**config.mk**
```make
export PLATFORM = sky130hd
export DESIGN_NAME = apb_logic_sequencer
export DESIGN_NICKNAME = d
export VERILOG_FILES = /design/src/rtl/apb_logic_sequencer.sv
export SDC_FILE = /design/constraint.sdc
export NUM_CORES = 1
export LEC_CHECK = 0
export CAP_MARGIN = 0
export CELL_PAD_IN_SITES_DETAIL_PLACEMENT = 1
export CELL_PAD_IN_SITES_GLOBAL_PLACEMENT = 1
export CORE_MARGIN = 3
export CORE_UTILIZATION = 30
export CTS_BUF_LIST = sky130_fd_sc_hd__clkbuf_16
export DETAILED_ROUTE_END_ITERATION = 10
export PLACE_DENSITY = 0.81
export SYNTH_ARGS = -nofsm -noshare
export SYNTH_HDL_FRONTEND = slang
export SYNTH_SLANG_ARGS = --single-unit
export TNS_END_PERCENT = 100
```
**constraint.sdc**
```tcl
create_clock -name PCLK -period 3.4 [get_ports PCLK]
set_input_delay 0.51 -clock PCLK [delete_from_list [all_inputs] [get_ports PCLK]]
set_output_delay 0.51 -clock PCLK [all_outputs]
set_load 0.005 [all_outputs]
```
**src/rtl/apb_logic_sequencer.sv**
```systemverilog
// apb_logic_sequencer: APB master that runs one logic-operation job on the slave.
// Each job writes op1 to 0x0, op2 to 0x4, and the opcode to 0x8 twice, then reads
// the result from 0xC. The second control write is needed because the slave
// computes its result from the register contents held before each write.
//
// state  | meaning
// -------+---------------------------------------------------------------
// IDLE   | waiting for a job; req_ready high
// SETUP  | APB setup phase of the transfer selected by step
// ACCESS | APB access phase; waits for PREADY, aborts on timeout
// GAP    | one idle bus cycle between transfers (PSEL low)
// RESP   | result/error presented on the response port until rsp_ready
module apb_logic_sequencer #(
    parameter int TIMEOUT = 16
) (
    input  logic        PCLK,
    input  logic        PRESET,
    input  logic        req_valid,
    output logic        req_ready,
    input  logic [31:0] req_op1,
    input  logic [31:0] req_op2,
    input  logic [1:0]  req_op,
    output logic        rsp_valid,
    input  logic        rsp_ready,
    output logic [31:0] rsp_result,
    output logic        rsp_err,
    output logic        PSEL,
    output logic        PENABLE,
    output logic        PWRITE,
    output logic [31:0] PADDR,
    output logic [31:0] PWDATA,
    input  logic [31:0] PRDATA,
    input  logic        PREADY,
    input  logic        PSLVERR
);

    localparam int WCW = $clog2(TIMEOUT + 1);
    localparam logic [2:0] LAST_STEP = 3'd4;

    typedef enum logic [2:0] {
        IDLE,
        SETUP,
        ACCESS,
        GAP,
        RESP
    } state_e;

    state_e          state_q, state_d;
    logic [2:0]      step_q, step_d;
    logic [WCW-1:0]  wait_q, wait_d;
    logic [31:0]     op1_q, op1_d;
    logic [31:0]     op2_q, op2_d;
    logic [1:0]      op_q, op_d;
    logic [31:0]     result_q, result_d;
    logic            err_q, err_d;

    // State and job registers; reset abandons any job in flight.
    always_ff @(posedge PCLK or posedge PRESET) begin
        if (PRESET) begin
            state_q  <= IDLE;
            step_q   <= 3'd0;
            wait_q   <= '0;
            op1_q    <= 32'd0;
            op2_q    <= 32'd0;
            op_q     <= 2'd0;
            result_q <= 32'd0;
            err_q    <= 1'b0;
        end else begin
            state_q  <= state_d;
            step_q   <= step_d;
            wait_q   <= wait_d;
            op1_q    <= op1_d;
            op2_q    <= op2_d;
            op_q     <= op_d;
            result_q <= result_d;
            err_q    <= err_d;
        end
    end

    // Next-state logic: job capture, transfer sequencing, completion and timeout.
    always_comb begin
        state_d  = state_q;
        step_d   = step_q;
        wait_d   = wait_q;
        op1_d    = op1_q;
        op2_d    = op2_q;
        op_d     = op_q;
        result_d = result_q;
        err_d    = err_q;

        case (state_q)
            IDLE: begin
                if (req_valid) begin
                    op1_d   = req_op1;
                    op2_d   = req_op2;
                    op_d    = req_op;
                    step_d  = 3'd0;
                    wait_d  = '0;
                    state_d = SETUP;
                end
            end
            SETUP: begin
                state_d = ACCESS;
            end
            ACCESS: begin
                if (PREADY) begin
                    if (PSLVERR) begin
                        err_d    = 1'b1;
                        result_d = 32'd0;
                        state_d  = RESP;
                    end else if (step_q == LAST_STEP) begin
                        err_d    = 1'b0;
                        result_d = PRDATA;
                        state_d  = RESP;
                    end else begin
                        step_d  = step_q + 3'd1;
                        state_d = GAP;
                    end
                end else if (wait_q == WCW'(TIMEOUT - 1)) begin
                    // This is the TIMEOUT-th stalled cycle: give up on the job.
                    err_d    = 1'b1;
                    result_d = 32'd0;
                    state_d  = RESP;
                end else begin
                    wait_d = wait_q + WCW'(1);
                end
            end
            GAP: begin
                wait_d  = '0;
                state_d = SETUP;
            end
            RESP: begin
                if (rsp_ready) begin
                    state_d = IDLE;
                end
            end
            default: begin
                state_d = IDLE;
            end
        endcase
    end

    // Output decode from state and step only; nothing from req_* or rsp_ready.
    always_comb begin
        logic xfer;
        xfer       = (state_q == SETUP) || (state_q == ACCESS);
        PSEL       = xfer;
        PENABLE    = (state_q == ACCESS);
        PADDR      = 32'd0;
        PWRITE     = 1'b0;
        PWDATA     = 32'd0;
        rsp_valid  = (state_q == RESP);
        rsp_result = result_q;
        rsp_err    = err_q;
        req_ready  = (state_q == IDLE) && !PRESET;
        if (xfer) begin
            case (step_q)
                3'd0: begin
                    PADDR  = 32'h0;
                    PWRITE = 1'b1;
                    PWDATA = op1_q;
                end
                3'd1: begin
                    PADDR  = 32'h4;
                    PWRITE = 1'b1;
                    PWDATA = op2_q;
                end
                3'd2, 3'd3: begin
                    PADDR  = 32'h8;
                    PWRITE = 1'b1;
                    PWDATA = {30'd0, op_q};
                end
                3'd4: begin
                    PADDR = 32'hC;
                end
                default: begin
                    PADDR = 32'h0;
                end
            endcase
        end
    end

endmodule

```
Yosys cells after proc, flatten, opt, wreduce, memory -nomap -nowiden. Index checks and enable logic that the tools add are counted.

Flip-flop bits (word level): 110. Output and inout port bits: 102. Word-level logic and storage cells: 73.

Add/subtract/negate cells: 2. Equal/unequal tests: 18. Muxes and demuxes: 30. Reductions and logical operators: 15.

Operators by type and width (number): $mux 32 (5); $pmux 32 s3 (1); $mux 3 (10); $mux 5 (3); $pmux 3 s5 (1); $pmux 5 s3 (1); $eq 3x2->1 const B (4); $pmux 4 s3 (1); $ne 2x2->1 const B (5); $eq 3x1->1 const B (2); $eq 3x3->1 const B (2); $logic_not 3->1 (2); $mux 1 (6); $ne 3x1->1 const B (2); $pmux 3 s2 (1); $reduce_and 3->1 (2); $add 5x1->5 const B (1); $eq 5x4->1 const B (1); $reduce_and 5->1 (1); $mux 4 (1); $ne 2x1->1 const B (2); $reduce_and 4->1 (1); $reduce_bool 2->1 (2); $reduce_or 4->1 (1); 7 further kinds (7).

Depth between registers and ports, before layout. Gate-level depths: netlist (run 1).

Depth after elaboration: 5. Mapped depth: 8. Depth with buffers taken out: 7.

Least setup slack after synthesis (run 1). No wires, ideal clock.

Kind: reg2out. Start point: reg step_q[0]. End point: out PWDATA[10]. Data arrival time: 1582 ps. Slack: 1308 ps. Cell stages (with the launch flop): 8. Cell sequence: dfrtp_1 > inv_1 > ha_1 > nor3_1 > nor2_1 > o21ai_1 > clkbuf_1 > nor2_1.

Cells in the longest elaborated chain, start to end: 4. Elaborated cells between the ends (all ways): 7. Classes of those cells: eq/ne (3); mux (2); reduce/logical (2).

Ends and longest elaborated chain: from (decl) (line 49) `logic [2:0] step_q, step_d;`; from (signal assigned) (line 70) `step_q <= step_d;`; $eq 3x2->1 (line 157) `case (step_q)`; $reduce_or 2->1 (line 157); $pmux 32 s3 * (line 157); $mux 32 * (line 156) `if (xfer) begin`; to (decl) (line 31) `output logic [31:0] PWDATA,`.

Mark *: on every way between the ends. The rest lies on a longest branch, timed or not.

Worst setup path after layout (run 1).
Start point: reg step_q[0]. End point: out PWDATA[21].

The elaborated chain is that of the path after synthesis.

==> results of run 1 <==
[metrics by stage]
stage / instances / total power, uW / hold WS, ps / worst slack, ps
2_1_floorplan: 436 / 3370 / 438 / 1310
3_3_place_gp: 783 / 4380 / 460 / 629
3_5_place_dp: 783 / 4490 / 482 / 512
4_1_cts: 799 / 5510 / 498 / 125
5_1_grt: 799 / 5820 / 509 / 24.0
6_report: 799 / 5430 / 494 / 264
[flip-flops by register name, indices dropped and copies added, names as in the netlist]
register    cells
rsp_err         1
op2_q          32
rsp_result     32
state_q         3
op_q            2
wait_q          5
op1_q          32
step_q          3
[cell families after synthesis]
kind of cell             Yosys count
other                              1
adder cells (fa/ha/maj)            7
multiplexers                      66
AO/OA/AOI/OAI                     94
flip-flops                       110
buffers and inverters             67
AND/OR/NAND/NOR                   62
[synthesized netlist by cell type]
master       n
clkbuf_1    10
nor2_1      38
nor4_1       1
nand2b_1     3
or3b_4       1
mux2_1       4
ha_1         7
nor2b_1      2
and3_1       1
buf_4       33
o21bai_1     2
o2bb2ai_1    1
conb_1       1
nor3_2       1
clkinv_1     1
a21o_1       2
o21ai_1      1
o21ai_0      8
a21boi_0     2
a31oi_1      1
mux2_2      62
a22o_1      32
buf_2       10
nor4b_2      1
buf_6        3
inv_1       10
a22oi_1     33
nand2_1      8
a21oi_1      9
or3_1        1
nand3b_1     2
o31ai_1      2
nor3_1       1
a32o_1       1
dfrtp_1    110
and2_1       1
nand3_1      1
[area by class of cell]
| cell class | instances | area, um^2 | area share |
|---|---|---|---|
| timing repair buffer | 187 | 1850 | 0.259 |
| multi-input combinational | 259 | 1970 | 0.275 |
| inverter | 11 | 45.0 | 0.00628 |
| sequential | 110 | 2750 | 0.384 |
| clock inverter | 7 | 47.5 | 0.00663 |
| tap | 216 | 270 | 0.0377 |
| clock buffer | 9 | 225 | 0.0314 |
[worst max-delay path: stages (launching register included)]
cell,delay (ps)
dfrtp_1,430
inv_1,100
ha_1,280
nor3_1,210
nor2_1,90
o21ai_4,290
buf_4,340
nor2_1,90
clkdlybuf4s50_1,470
[cell usage in the layout (no fill, tap or decap), drive strengths merged, types with 12 or more instances in the layout]
| cell type | n |
|---|---|
| mux2 | 66 |
| inv | 13 |
| clkdlybuf4s50 | 175 |
| dfrtp | 110 |
| buf | 12 |
| conb | 30 |
| a22o | 32 |
| a22oi | 33 |
| nor2 | 38 |
[path summary, 6_finish.rpt]
kind                       slack [ps]  cells after the start       from        endpoint
setup / recovery                  260                      8  step_q[0]      PWDATA[21]
hold / removal                    490                      1   op2_q[3]        op2_q[3]
setup reg to reg                 1130                      7  step_q[0]  rsp_result[19]
hold reg to reg                   490                      1   op2_q[3]        op2_q[3]
max in group asynchronous        2000                      3     PRESET       op2_q[23]
min in group asynchronous         640                      2     PRESET      state_q[2]
[power groups by stage]
| stage | combinational (uW) | sequential [uW] | clock [uW] |
|---|---|---|---|
| 4_1_cts | 2430 | 2050 | 1030 |
| 3_5_place_dp | 2410 | 2080 | 0 |
| 6_report | 2400 | 2050 | 985 |
| 2_1_floorplan | 1410 | 1960 | 0 |
| 3_3_place_gp | 2340 | 2040 | 0 |
| 5_1_grt | 2630 | 2120 | 1070 |
[layer usage]
layer | vias up | GRT usage
met4 | 0 | 0.0582
met5 | - | 0
met3 | 21 | 0.0425
li1 | 1738 | -
met1 | 1898 | 0.188
met2 | 134 | 0.263
==> impl_results.md, run 1 <==
- Status: complete, no violations
- Final setup violation count: 0
- Syn avg cell area: 12.3 um^2
- Critical path arrival: 2630 ps
- Clock root buffer: clkbuf_16
- Worst Hold Class: flip-flop to flip-flop
- Fmax: 319 MHz
- Cell Area, Synth: 0.00499 mm^2
- Setup TNS: 0 ps
- WL final: 14,000 um
- PortBufs: 175
- Main area contributors after synthesis: dfrtp_1 (55%), mux2_2 (14%), a22o_1 (5.6%), a22oi_1 (5.0%), buf_4 (5.0%)
- CTS tree: yes
- Design area: 0.00717 mm^2
- Total of max-cap violations: 0
- Die Area: 0.0182 mm^2
- WL met2: about 7100 um
- Synth Area in XOR/XNOR: 0
- IO Count: 206
- Final hold vios: 0
- Setup crit start kind: flip-flop
- Max FO, Critical Path: 24
- Worst Setup End Kind: primary output
- Clk network pwr share: 0.181
- Clock sink total: 110
- Relative slew slack: 0.545
- Largest family of logic cells by synthesized area: multiplexers
- Final nets: 689
- Area growth from synthesis to layout: 43.6%
- Post-DP HPWL: 10,600 um
- Comb power frac: 0.441
- Num rows: 46
- Leak: 0.00309 uW
- Synth Area in Simple Gates: 0.0582
- Resized Gates After CTS: 0
- Antenna Cells: 0
- Ys Warns: 0
- Clock latency on the worst-skew pair: 350 ps
- Pre-Repair DR Iteration Count: 4
- Vias/cell: 4.74
- P_sw: about 1800 uW
- Routability Congestion: 0.789
- Top-area cell type share of the netlist area: 0.552
- Initial antenna violation count: 0
- Chip height: ~130 um
- Wire per inst: about 17 um
- CTS Buffer Depth: 2
- Post-CTS Setup Repair Bufs: 0
- Post-Route Skew: 5.36 ps
- FF+latch count, synth: 110
- Post-Synth Adder-Cell Area: 0.0175
- Initial core utilization: 0.311
- Worst-Margin Slew: 681 ps
- Clock slew at reported path FFs: 70 ps
- Metal3 WL: 919 um
- Largest net degree at the start of global routing: 58
- Final max-slew violation count: 0
- VDD IR max: 373 uV
- Drt drc: 0
- First-pass GRT wire length: 22,300 um
- Fraction of layout cells with a size suffix above 1: 0.165
- Crit Path Category: flip-flop to primary output
- P per Cell Area: 758 mW/mm^2
- CP Data Required Time: 2890 ps
- RSZ-0062 raised after global routing: false
- Switching part of the total: 0.333
- Max H-tree Level: 3
- Vias in the first global route: 4,252
- Global-route usage over all layers: 0.155
- Compound-cell area share of the yosys netlist: 0.141
- Post-cts hold buffer count: 0
- Crit path time final: 3140 ps
- Final core utilization: 0.446
- Num CTS Buffers: 9
- Via count of the routed design: 3,791
- Unique cell type count in the Yosys netlist: 37
- Reg power frac: 0.377
- Core ar.: around 0.016 mm^2
- Mapped Cells: 407
- Post-synthesis sequential area ratio: 0.552
- Post-synthesis mux area share: 0.149
- Met1 Wirelength: between 5000 and 6000 um
- Die Width: 135 um
- Dpl cell area: 0.00688 mm^2
- Highest routed layer: met4
- Iteration-0 DRC Markers: roughly 110
- Final ANT Viol Nets: 0
- Internal power: 3620 uW
- Layout filler cell count: 1,722
- Gr ovfl total: 0
- Cell taking the most area after synthesis: dfrtp_1
- Fin crit share: 0.922
No activity file was read; power rests on OpenSTA's default activity.
==> run 2, diff against run 1 <==
--- a/config.mk
+++ b/config.mk
@@ -12,6 +12,7 @@
 export CORE_UTILIZATION = 30
 export CTS_BUF_LIST = sky130_fd_sc_hd__clkbuf_16
 export DETAILED_ROUTE_END_ITERATION = 10
+export GPL_ROUTABILITY_DRIVEN = 0
 export PLACE_DENSITY = 0.81
 export SYNTH_ARGS = -nofsm -noshare
 export SYNTH_HDL_FRONTEND = slang
==> results of run 2 <==
The final DEF is identical to that of run 1; final timing and power are the same.
